### src/rtl/op_fetch_queue_pkg.sv
// Shared constants for the op fetch queue and the op decoder it feeds.
// Nibble width and the opcode encodings the decoder understands.
package op_fetch_queue_pkg;

    localparam int NIBBLE_W = 4;

    typedef logic [NIBBLE_W-1:0] nibble_t;

    localparam nibble_t OP_NOP  = 4'h0;
    localparam nibble_t OP_PUSH = 4'h1;
    localparam nibble_t OP_POP  = 4'h2;
    localparam nibble_t OP_SAVE = 4'h3;
    localparam nibble_t OP_LOAD = 4'h4;

endpackage

### src/rtl/op_fetch_queue_nibble_ram.sv
// DEPTH x 4 nibble storage: synchronous write, asynchronous read, no reset.
// Read data follows the read address combinationally.
module nibble_ram
    import op_fetch_queue_pkg::*;
#(
    parameter int DEPTH = 8,
    parameter int AW    = $clog2(DEPTH)
) (
    input  logic          clk_i,
    input  logic          we_i,
    input  logic [AW-1:0] waddr_i,
    input  nibble_t       wdata_i,
    input  logic [AW-1:0] raddr_i,
    output nibble_t       rdata_o
);

    nibble_t mem_q [DEPTH];

    always_ff @(posedge clk_i) begin
        if (we_i) begin
            mem_q[waddr_i] <= wdata_i;
        end
    end

    assign rdata_o = mem_q[raddr_i];

endmodule

### src/rtl/op_fetch_queue.sv
// Nibble instruction queue ahead of the op decoder; head is combinational, 1-cycle write-to-read.
// Optional loop replay (rewind/release ports) is built when OP_FETCH_REPLAY_EN is defined.
module op_fetch_queue
    import op_fetch_queue_pkg::*;
#(
    parameter int DEPTH = 8
) (
    input  logic                   clk_i,
    input  logic                   rst_n_i,
    input  logic                   wr_valid_i,
    input  nibble_t                wr_data_i,
    output logic                   wr_ready_o,
    input  logic                   rd_next_i,
    output nibble_t                rd_data_o,
    output logic                   rd_valid_o,
    output logic [$clog2(DEPTH):0] count_o,
    output logic                   ovf_o
`ifdef OP_FETCH_REPLAY_EN
    ,
    input  logic                   rewind_i,
    input  logic                   release_i
`endif
);

    localparam int AW = $clog2(DEPTH);

    typedef logic [AW:0] ptr_t;

    localparam ptr_t PTR_ONE  = ptr_t'(1);
    localparam ptr_t FULL_CNT = ptr_t'(DEPTH);

    ptr_t    wr_ptr_q, wr_ptr_d;
    ptr_t    rd_ptr_q, rd_ptr_d;
    ptr_t    base_ptr;
    logic    ovf_q, ovf_d;
    logic    wr_fire, rd_fire;
    nibble_t ram_rdata;

    // Occupancy runs from base_ptr, so entries kept for replay still count.
    assign count_o    = wr_ptr_q - base_ptr;
    assign wr_ready_o = (count_o != FULL_CNT);
    assign rd_valid_o = (rd_ptr_q != wr_ptr_q);
    assign wr_fire    = wr_valid_i && wr_ready_o;
    assign rd_fire    = rd_next_i && rd_valid_o;
    assign rd_data_o  = rd_valid_o ? ram_rdata : OP_NOP;
    assign ovf_o      = ovf_q;

    nibble_ram #(
        .DEPTH (DEPTH),
        .AW    (AW)
    ) u_ram (
        .clk_i   (clk_i),
        .we_i    (wr_fire),
        .waddr_i (wr_ptr_q[AW-1:0]),
        .wdata_i (wr_data_i),
        .raddr_i (rd_ptr_q[AW-1:0]),
        .rdata_o (ram_rdata)
    );

    always_comb begin
        wr_ptr_d = wr_ptr_q;
        ovf_d    = ovf_q | (wr_valid_i & ~wr_ready_o);
        if (wr_fire) begin
            wr_ptr_d = wr_ptr_q + PTR_ONE;
        end
    end

`ifdef OP_FETCH_REPLAY_EN
    ptr_t base_ptr_q, base_ptr_d;

    assign base_ptr = base_ptr_q;

    // Rewind beats a read; with a simultaneous release the new base is the
    // current read point, so the read pointer simply stays put.
    always_comb begin
        rd_ptr_d   = rd_ptr_q;
        base_ptr_d = base_ptr_q;
        if (release_i) begin
            base_ptr_d = rd_ptr_q;
        end
        if (rewind_i) begin
            rd_ptr_d = release_i ? rd_ptr_q : base_ptr_q;
        end else if (rd_fire) begin
            rd_ptr_d = rd_ptr_q + PTR_ONE;
        end
    end

    always_ff @(posedge clk_i or negedge rst_n_i) begin
        if (!rst_n_i) begin
            base_ptr_q <= '0;
        end else begin
            base_ptr_q <= base_ptr_d;
        end
    end
`else
    assign base_ptr = rd_ptr_q;

    always_comb begin
        rd_ptr_d = rd_ptr_q;
        if (rd_fire) begin
            rd_ptr_d = rd_ptr_q + PTR_ONE;
        end
    end
`endif

    always_ff @(posedge clk_i or negedge rst_n_i) begin
        if (!rst_n_i) begin
            wr_ptr_q <= '0;
            rd_ptr_q <= '0;
            ovf_q    <= 1'b0;
        end else begin
            wr_ptr_q <= wr_ptr_d;
            rd_ptr_q <= rd_ptr_d;
            ovf_q    <= ovf_d;
        end
    end

endmodule
### config.mk
export PLATFORM = sky130hd
export DESIGN_NAME = op_fetch_queue
export DESIGN_NICKNAME = d
export VERILOG_FILES = /design/src/rtl/op_fetch_queue_pkg.sv /design/src/rtl/op_fetch_queue_nibble_ram.sv /design/src/rtl/op_fetch_queue.sv
export SDC_FILE = /design/constraint.sdc
export NUM_CORES = 1
export LEC_CHECK = 0
export BUFFER_PORTS_ARGS = -buffer_cell sky130_fd_sc_hd__buf_2
export CORE_MARGIN = 3
export CORE_UTILIZATION = 50
export CTS_CLUSTER_SIZE = 12
export DETAILED_ROUTE_END_ITERATION = 10
export PLACE_DENSITY = 0.71
export SYNTH_ARGS = -nofsm -noshare
export SYNTH_HDL_FRONTEND = slang
export SYNTH_SLANG_ARGS = --single-unit
### constraint.sdc
create_clock -name clk_i -period 4.5 [get_ports clk_i]
set_input_delay 0.225 -clock clk_i [delete_from_list [all_inputs] [get_ports clk_i]]
set_output_delay 0.225 -clock clk_i [all_outputs]
set_load 0.01 [all_outputs]
==> run metrics, run 1 <==
status=finished, final reports clean; TritonCTS Sinks=41; All-Layer GR Usage=0.173; P&R area growth vs syn=13.3%; Hold Buf Count CTS=1; leakage=slightly below 0.8 nW; CORE AREA=between 0.003 and 0.004 mm^2; placed cell area=about 0.0020 mm^2; final WL=3.35 mm; GRT met2 Usage=0.265; Seq/Total Area, Yosys=0.627; std cell rows=21; I/O pins=19; PostCTS Resize Cnt=0; post-CTS setup buffers=0; port buffer count=18; pwr/cell area=~780 mW/mm^2; Tmin final=approximately 3100 ps; clk_lat worst skew=slightly below 300 ps; Fill cells=265; ANT nets after route=0; critical path data required time=approximately 4300 ps; hold depth=1; Fin Setup TNS=0 ps; share of cells above drive strength 1=0.306; Worst setup EP type=primary output; largest net degree at the start of global routing=14; area occupied by multi-input gates=between 600 and 700 um^2; Least-Margin Pin Slew=between 700 and 800 ps; grt ovf=0; Post-Syn Nets=about 140; YS warnings=0; chip height=a little under 70 um; Worst Clk Skew=slightly above 6 ps; crit path kind=reg2out; Final Hold Viols=0; Starting Density=0.541; layer with the highest usage=met2; clock buffer depth=2; Vias=a little over 1000; Synth Register Bits=41; Final #Nets=between 150 and 200; fin area=around 0.0021 mm^2; Antenna Cells=0; CTS tree=built; Num CTS Buffers=5; Post-Syn Area=~0.0019 mm^2; Die ar.=about 0.0046 mm^2; vias per cell=between 5 and 6; M3 GR Usage=0.0433; crit-path max FO=12; synth unique cells=34; register area=0.00119 mm^2; vias in the first global route=1025; first-pass GRT wire length=about 5.4 mm; die width=between 60 and 70 um; fmax=roughly 320 MHz; Critical Path AT=2890 ps; Max IR drop VDD=~0.55 mV; Post-Synthesis Cells=around 120; Reg clk slew, reported paths=approximately 80 ps; Slew HR=0.507; max_cap viols=0; antenna violations before repair=0; met1 usage in global routing=0.236; H-tree Lvls=2; drt wl/cell=about 18 um; max-slew violation count=0; GP Congestion=approximately 0.86; Post-Syn Area per Cell=15.6 um^2; unrepaired setup endpoints after global routing=no; DR DRC count=0; CTS Root Cell=clkbuf_8; detailed-router iteration count before antenna repair=4; CP startpoint kind=register; Final setup viols=0; R2R depth=7; Final HPWL DP=between 2 and 2.5 mm; hold crit path type=in2reg; Final period util=0.691; DRT iter0 DRCs=67
-- area by class of cell --
type / count / area share
flip-flops and latches: 41 / 0.553
multi-input cells: 69 / 0.309
repair buffers: 19 / 0.0467
clock buffers: 5 / 0.0321
well taps: 46 / 0.0269
clock inverters: 3 / 0.0193
inverters: 7 / 0.0123
-- stage by stage --
stage	worst slack [ps]	instances	hold slack, ps	power, W	utilization
detailed placement	1510	181	92.1	0.00140	0.579
finish	1390	190	216	0.00167	0.613
floorplan	1800	121	-70.6	0.00118	-
global placement	1670	181	86.1	0.00138	0.579
global route	1180	190	220	0.00179	0.613
CTS	1330	190	207	0.00170	0.613
-- synthesized netlist by cell type --
cell      number  share of area
clkbuf_1       2         0.0040
fa_1           1          0.011
nor4_1         2         0.0066
nor3_1         3         0.0079
xor2_2         1         0.0086
o311ai_0       1         0.0046
edfxtp_1      32           0.51
mux2_4         1         0.0079
nand2b_1       1         0.0033
and3_4         1         0.0060
nand3b_1       1         0.0040
a21oi_2        1         0.0046
dfrtp_1        9           0.12
o31ai_4        1          0.011
inv_1          7          0.014
buf_2          1         0.0026
nand3_1        3         0.0079
o21ai_0        1         0.0026
nor3_4         1         0.0086
a21oi_1        5          0.013
o311ai_2       1         0.0086
buf_1          1         0.0020
a21o_1         1         0.0040
or3_4          1         0.0060
nor2_1         4         0.0079
nand2_1       13          0.026
mux4_2         8          0.095
ha_1           5          0.033
nand4_1        1         0.0033
nor4b_2        2          0.016
xnor2_1        5          0.023
mux2_2         1         0.0060
xor2_1         2         0.0093
or3b_1         1         0.0046
-- final timing paths --
| kind | slack (ps) | startpoint | end |
|---|---|---|---|
| worst max register to register | 1570 | base_ptr[0] | u_ram.mem_q[1][1] |
| worst max-delay path | 1390 | base_ptr[0] | wr_ready_o |
| min in group asynchronous | 310 | rst_n_i | base_ptr[1] |
| max in group asynchronous | 4010 | rst_n_i | wr_ptr_q[3] |
| worst min-delay path | 220 | wr_data_i[2] | u_ram.mem_q[5][2] |
| worst min register to register | 470 | ovf_o | ovf_o |
-- layout by cell type (no fill, tap or decap), types with 4 or more instances in the layout --
master	count
dfrtp_1	9
edfxtp_1	32
ha_1	5
a21oi_1	5
nor2_1	4
clkbuf_8	5
buf_2	18
xnor2_1	5
mux4_2	8
inv_1	7
nand2_1	13
-- flip-flops by register name (all words and copies together) (netlist names) --
name	count
base_ptr	4
u_ram.mem_q	32
ovf_o	1
wr_ptr_q	4
-- critical path, stage by stage (launching register included) --
cell and delay [ps]:
dfrtp_1 750, ha_1 260, inv_1 50, fa_1 370, xor2_1 160, or3_4 390
nor3_4 380, inv_1 70, buf_2 150
-- metal layers --
metal | up-vias | share of wire
met5 | - | 0
met2 | 21 | 0.49
met4 | 0 | 0.012
met1 | 492 | 0.46
li1 | 501 | -
met3 | 4 | 0.044
-- logic make-up after synthesis --
| group | after synthesis | share of synthesized area |
|---|---|---|
| multiplexers | 10 | 0.109 |
| buffers and inverters | 11 | 0.0225 |
| XOR/XNOR | 8 | 0.0410 |
| AO/OA/AOI/OAI | 11 | 0.0489 |
| AND/OR/NAND/NOR | 34 | 0.108 |
| flip-flops | 41 | 0.627 |
| adder cells (fa/ha/maj) | 6 | 0.0437 |
-- report_power, final --
part / internal, W / leakage, nW / total [W] / switching (W)
combinational: 0.000353 / 0.324 / 0.000770 / 0.000416
clock: 0.000163 / 0.0518 / 0.000284 / 0.000121
sequential: 0.000502 / 0.395 / 0.000620 / 0.000119
(Power assumes the default switching activity.)
==> inputs of run 2 (changes only) <==
==> constraint.sdc (replaced) <==
create_clock -name clk_i -period 3.1 [get_ports clk_i]
set_input_delay 0.155 -clock clk_i [delete_from_list [all_inputs] [get_ports clk_i]]
set_output_delay 0.155 -clock clk_i [all_outputs]
set_load 0.01 [all_outputs]
==> run metrics, run 2 (synthesis gave the netlist of run 1 again) <==
pwr/cell area=1180 mW/mm^2 (was 781 mW/mm^2); All-Layer GR Usage=0.182 (was 0.173); final WL=3.48 mm (was 3.35 mm); CTS Root Cell=clkbuf_8 (unchanged); crit-path max cell delay=750 ps (about the same); max-slew violation count=0 (unchanged); CTS tree=built (unchanged); chip height=67.5 um (unchanged); Antenna Cells=0 (unchanged); Crit-path slowest cell=nor4_1 (was dfrtp_1); Worst Clk Skew=7.59 ps (was 6.19 ps); clock buffer depth=2 (unchanged); Reg clk slew, reported paths=90 ps (was 80 ps); status=finished, final reports clean (unchanged); crit path kind=reg2reg (was reg2out); P&R area growth vs syn=15.5% (was 13.3%); port buffer count=18 (unchanged); commonest non-fill, non-tap cell in the layout=edfxtp_1 (unchanged); CP startpoint kind=register (unchanged); vias per cell=5.67 (was 5.36); Final HPWL DP=2.64 mm (was 2.47 mm); Vias=1088 (was 1018); sw power=0.00100 W (was 0.000656 W); combinational power share=0.476 (was 0.460); Worst Path Buf+Inv=1 (was 3); fmax=approximately 360 MHz; DRT iter0 DRCs=88 (was 67); H-tree Lvls=2 (unchanged); antenna violations before repair=0 (unchanged); fin area=0.00219 mm^2 (was 0.00214 mm^2); Final period util=0.897; largest net degree at the start of global routing=15 (was 14); Worst path depth=6 (was 8); CORE AREA=0.00349 mm^2 (unchanged); Cell Chain, Critical Path=inv_1 > ha_1 > a21oi_1 > and3_4 > nor3_4 > nor4_1 (was ha_1 > inv_1 > fa_1 > xor2_1 > or3_4 > nor3_4 > inv_1 > buf_2); TritonCTS Sinks=41 (unchanged); Final setup viols=0 (unchanged); share of cells above drive strength 1=0.322 (was 0.306); placed cell area=0.00204 mm^2 (was 0.00202 mm^2); Seq pwr share=0.325 (was 0.371); Pwr Total=0.00258 W (was 0.00167 W); max_cap viols=0 (unchanged); Tmin final=2780 ps; leakage=0.797 nW (was 0.771 nW); Final #Nets=159 (was 157); R2R depth=6 (was 7); DR DRC count=0 (unchanged); grt ovf=0 (unchanged); Slew HR=0.403 (was 0.507); Max IR drop VDD=0.591 mV (was 0.548 mV); Die ar.=0.00456 mm^2 (unchanged); Final Hold Viols=0 (unchanged); drt wl/cell=18.1 um (was 17.6 um); clk_lat worst skew=300 ps (was 290 ps); crit-path max FO=10 (was 12); switching part of the total=0.387 (was 0.392); unrepaired setup endpoints after global routing=no (unchanged); hold crit path type=in2reg (unchanged); Int Pwr=0.00158 W (was 0.00102 W); GP Congestion=0.752 (was 0.855); Worst setup EP type=register (was primary output); Num CTS Buffers=5 (unchanged); post-CTS setup buffers=0 (unchanged); Clock power frac=0.199 (was 0.170); detailed-router iteration count before antenna repair=4 (unchanged); hold depth=1 (unchanged); Least-Margin Pin Slew=887 ps (was 732 ps); vias in the first global route=1124 (was 1025); ANT nets after route=0 (unchanged); Most flops, register=u_ram.mem_q (unchanged); Starting Density=0.541 (unchanged); die width=67.5 um (unchanged); largest delay contributor family on the critical path=simple AND/OR/NAND/NOR gates (unchanged); first-pass GRT wire length=5.80 mm (was 5.42 mm); flop2flop setup slack=320 ps (was 1570 ps); Critical Path AT=2700 ps (was 2890 ps); I/O pins=19 (unchanged); critical path data required time=3020 ps (was 4280 ps); std cell rows=21 (unchanged); Fin Setup TNS=0 ps (unchanged); Fill cells=260 (was 265); max reg flops=32 (unchanged); commonest non-fill, non-tap cells in the layout=edfxtp_1, buf_2, nand2_1, dfrtp_1, mux4_2 (unchanged)
run 2: cell types whose count changed in the layout (fill, tap and decap cells not counted), sizes merged:
cell,before,now
buf,18,20
bufinv,1,2
inv,7,8
clkinvlp,1,0
clkinv,1,0
run 2: what timing repair did:
| item | in CTS | in global routing |
|---|---|---|
| setup endpoints to repair | 0 | 0 |
| gates resized for setup | 0 | 0 |
| hold buffers | 1 | 0 |
| endpoints found under the hold margin | 9 | 0 |
run 2: per-stage QoR:
| step | util | hold WS (ps) | std cells | setup WS [ps] |
|---|---|---|---|---|
| detailed placement | 0.583 | 19.0 | 183 | 423 |
| finish | 0.625 | 133 | 192 | 319 |
| global placement | 0.583 | 17.4 | 183 | 531 |
| floorplan | - | -141 | 121 | 401 |
| global route | 0.625 | 142 | 192 | 170 |
| CTS | 0.625 | 128 | 192 | 354 |
run 2: path summary, 6_finish.rpt:
path                                           to         start
worst max-delay path            u_ram.mem_q[0][2]   base_ptr[2]
worst min-delay path            u_ram.mem_q[1][1]  wr_data_i[1]
worst max register to register  u_ram.mem_q[0][2]   base_ptr[2]
worst min register to register              ovf_o         ovf_o
max in group asynchronous             wr_ptr_q[3]       rst_n_i
min in group asynchronous             base_ptr[1]       rst_n_i
run 2: layer usage:
| metal | track usage | wire length (um) |
|---|---|---|
| met4 | 0.0684 | 41 |
| met1 | 0.248 | 1480 |
| met3 | 0.0582 | 203 |
| met2 | 0.273 | 1760 |
| met5 | 0 | 0 |
run 2: cell type report:
type	instances	area, um^2	share of cell area
repair buffers	21	115	0.0527
clock buffers	5	68.8	0.0315
multi-input cells	69	663	0.303
inverters	7	26.3	0.0120
clock inverters	3	68.8	0.0315
flip-flops and latches	41	1190	0.543
well taps	46	57.6	0.0263
run 2: worst register-to-register path: stages (launching register included):
cell and delay [ps]:
dfrtp_1 460, inv_1 130, ha_1 370, a21oi_1 290, and3_4 310, nor3_4 90, nor4_1 750
run 2: power groups by stage:
stage / logic, W / registers (W) / clock network, W
3_5_place_dp: 0.00124 / 0.000851 / 0
5_1_grt: 0.00136 / 0.000856 / 0.000545
2_1_floorplan: 0.000917 / 0.000803 / 0
4_1_cts: 0.00125 / 0.000839 / 0.000522
6_report: 0.00123 / 0.000840 / 0.000515
3_3_place_gp: 0.00121 / 0.000846 / 0
==> inputs of run 3 (changes only) <==
--- a/config.mk
+++ b/config.mk
@@ -5,12 +5,14 @@
 export SDC_FILE = /design/constraint.sdc
 export NUM_CORES = 1
 export LEC_CHECK = 0
+export ABC_AREA = 1
 export BUFFER_PORTS_ARGS = -buffer_cell sky130_fd_sc_hd__buf_2
 export CORE_MARGIN = 3
 export CORE_UTILIZATION = 50
 export CTS_CLUSTER_SIZE = 12
 export DETAILED_ROUTE_END_ITERATION = 10
 export PLACE_DENSITY = 0.71
+export REMOVE_ABC_BUFFERS = 1
 export SYNTH_ARGS = -nofsm -noshare
 export SYNTH_HDL_FRONTEND = slang
 export SYNTH_SLANG_ARGS = --single-unit
==> run metrics, run 3 <==
Fin Setup TNS=0 ps (unchanged); CORE AREA=0.00352 mm^2 (was 0.00349 mm^2); Final period util=0.817 (was 0.897); Hold Buf Count CTS=1 (unchanged); switching part of the total=0.431 (was 0.387); fmax=395 MHz (was 360 MHz); post-CTS setup buffers=0 (unchanged); Final Hold Viols=0 (unchanged); chip height=68.0 um (was 67.5 um); final WL=3.69 mm (was 3.48 mm); placed cell area=0.00205 mm^2 (was 0.00204 mm^2); commonest cells in the netlist=nor2_1, edfxtp_1, nand2_1, o21ai_0 (was edfxtp_1, nand2_1, dfrtp_1, mux4_2, inv_1); YS warnings=0 (unchanged); CP startpoint kind=register (unchanged); leading area contributor after synthesis=edfxtp_1 (unchanged); grt ovf=0 (unchanged); Tmin final=2530 ps (was 2780 ps); CTS tree=built (unchanged); std cell rows=21 (unchanged); Final HPWL DP=2.68 mm (was 2.64 mm); drt wl/cell=14.5 um (was 18.1 um); placed cell count=245 (was 183); combinational power share=0.484 (was 0.476); hold crit path type=in2reg (unchanged); Clock power frac=0.144 (was 0.199); Final setup viols=0 (unchanged); Vias=1366 (was 1088); All-Layer GR Usage=0.186 (was 0.182); uppermost routed layer=met4 (unchanged); Least-Margin Pin Slew=430 ps (was 887 ps); Starting Density=0.546 (was 0.541); Num CTS Buffers=5 (unchanged); Worst setup EP type=register (unchanged); Met1 Wirelength=1.54 mm (was 1.48 mm); clk_lat worst skew=290 ps (was 300 ps); Reg clk slew, reported paths=70 ps (was 90 ps); leakage=0.876 nW (was 0.797 nW); P&R area growth vs syn=11.2% (was 15.5%); max-slew violation count=0 (unchanged); Worst Clk Skew=4.14 ps (was 7.59 ps); Post-Synthesis Cells=186 (was 121); DR DRC count=0 (unchanged); met3 WL=247 um (was 203 um); pwr/cell area=1050 mW/mm^2 (was 1180 mW/mm^2); Seq/Total Area, Yosys=0.617 (was 0.627); crit-path max FO=16 (was 10); I/O pins=19 (unchanged); commonest non-fill, non-tap cell in the layout=nor2_1 (was edfxtp_1); crit path kind=reg2reg (unchanged); largest net degree at the start of global routing=21 (was 15); ANT nets after route=0 (unchanged); DRT iter0 DRCs=150 (was 88); CTS Root Cell=clkbuf_8 (unchanged); Slew HR=0.714 (was 0.403); Final #Nets=221 (was 159); Antenna Cells=0 (unchanged); share of cells above drive strength 1=0.154 (was 0.322); PostCTS Resize Cnt=0 (unchanged); top post-synthesis cells by area=edfxtp_1, dfrtp_1, nor2_1, nand2_1, o21ai_0 (was edfxtp_1, dfrtp_1, mux4_2, ha_1, nand2_1); first-pass GRT wire length=6.11 mm (was 5.80 mm); most frequent cell after synthesis=nor2_1 (was edfxtp_1); TritonCTS Sinks=41 (unchanged); clock buffer depth=2 (unchanged); Synth Flop Type=edfxtp_1 (unchanged); fin area=0.00214 mm^2 (was 0.00219 mm^2); Die ar.=0.00462 mm^2 (was 0.00456 mm^2); detailed-router iteration count before antenna repair=4 (unchanged); H-tree Lvls=2 (unchanged); sw power=0.000966 W (was 0.00100 W); Seq pwr share=0.372 (was 0.325); port buffer count=18 (unchanged); vias per cell=5.38 (was 5.67); Post-Syn Area per Cell=10.3 um^2 (was 15.6 um^2); max reg flops=32 (unchanged); Max IR drop VDD=0.581 mV (was 0.591 mV); Post-Syn Area=0.00192 mm^2 (was 0.00189 mm^2); unrepaired setup endpoints after global routing=no (unchanged); Final Instance Count excl. Fillers=254 (was 192); status=finished, final reports clean (unchanged); Critical Path AT=2490 ps (was 2700 ps); synth unique cells=26 (was 34); antenna violations before repair=0 (unchanged); vias in the first global route=1300 (was 1124); critical path data required time=3060 ps (was 3020 ps); wire length on met2=1.86 mm (was 1.76 mm); max_cap viols=0 (unchanged); Most flops, register=u_ram.mem_q (unchanged); hold_ws=144 ps (was 133 ps); Int Pwr=0.00128 W (was 0.00158 W); Synth Register Bits=41 (unchanged); Synth top area share=0.500 (was 0.508); commonest non-fill, non-tap cells in the layout=nor2_1, nand2_1, edfxtp_1, buf_2, o21ai_0 (was edfxtp_1, buf_2, nand2_1, dfrtp_1, mux4_2); EDFF count, synth=32 (unchanged); die width=68.0 um (was 67.5 um); async set-reset flop share out of synthesis=0.220 (unchanged); GP Congestion=0.803 (was 0.752)
## run 3: power groups by stage
stage               combinational [W]  sequential (W)  clock, W
floorplan                    0.000750        0.000837         0
global placement              0.00107        0.000837         0
detailed placement            0.00109        0.000841         0
CTS                           0.00110        0.000832  0.000328
global route                  0.00124        0.000856  0.000358
finish                        0.00109        0.000834  0.000322
## run 3: area by class of cell
| class | count | area (um^2) |
|---|---|---|
| sequential | 41 | 1190 |
| inverter | 14 | 52.6 |
| tap | 46 | 57.6 |
| timing repair buffer | 20 | 108 |
| clock buffer | 5 | 68.8 |
| fill | 302 | 1380 |
| clock inverter | 3 | 12.5 |
| multi-input combinational | 125 | 652 |
## run 3: kinds of logic after synthesis
| group | after synthesis | synth area share |
|---|---|---|
| flops | 41 | 0.617 |
| compound gates | 27 | 0.0794 |
| simple gates | 89 | 0.203 |
| buf+inv | 20 | 0.0436 |
| xor+xnor | 3 | 0.0137 |
| fa+ha+maj | 6 | 0.0430 |
## run 3: metal layers
| metal | global-route usage | up-vias |
|---|---|---|
| li1 | - | 672 |
| met1 | 0.233 | 637 |
| met2 | 0.302 | 53 |
| met3 | 0.0624 | 4 |
| met4 | 0.0645 | 0 |
| met5 | 0 | - |
## run 3: worst paths after layout
path / slack, ps / cells after the start / from / end
max: 570 / 7 / base_ptr[1] / u_ram.mem_q[6][3]
min: 140 / 3 / rd_next_i / base_ptr[3]
max reg2reg: 570 / 7 / base_ptr[1] / u_ram.mem_q[6][3]
min reg2reg: 470 / 1 / ovf_o / ovf_o
max in group asynchronous: 2670 / 2 / rst_n_i / wr_ptr_q[0]
min in group asynchronous: 240 / 2 / rst_n_i / base_ptr[1]
## run 3: critical path, stage by stage (launching register included)
cell and delay (ps):
dfrtp_1 610, inv_1 220, fa_1 580, or2_0 130, nor2_2 60, nand3_4 130
nand3_1 160, nor2_1 310
## run 3: through the flow
| step | util | setup WS (ps) | total power [W] |
|---|---|---|---|
| 2_1_floorplan | - | 676 | 0.00159 |
| 3_3_place_gp | 0.581 | 712 | 0.00191 |
| 3_5_place_dp | 0.581 | 583 | 0.00194 |
| 4_1_cts | 0.607 | 563 | 0.00226 |
| 5_1_grt | 0.607 | 298 | 0.00246 |
| 6_report | 0.607 | 567 | 0.00224 |
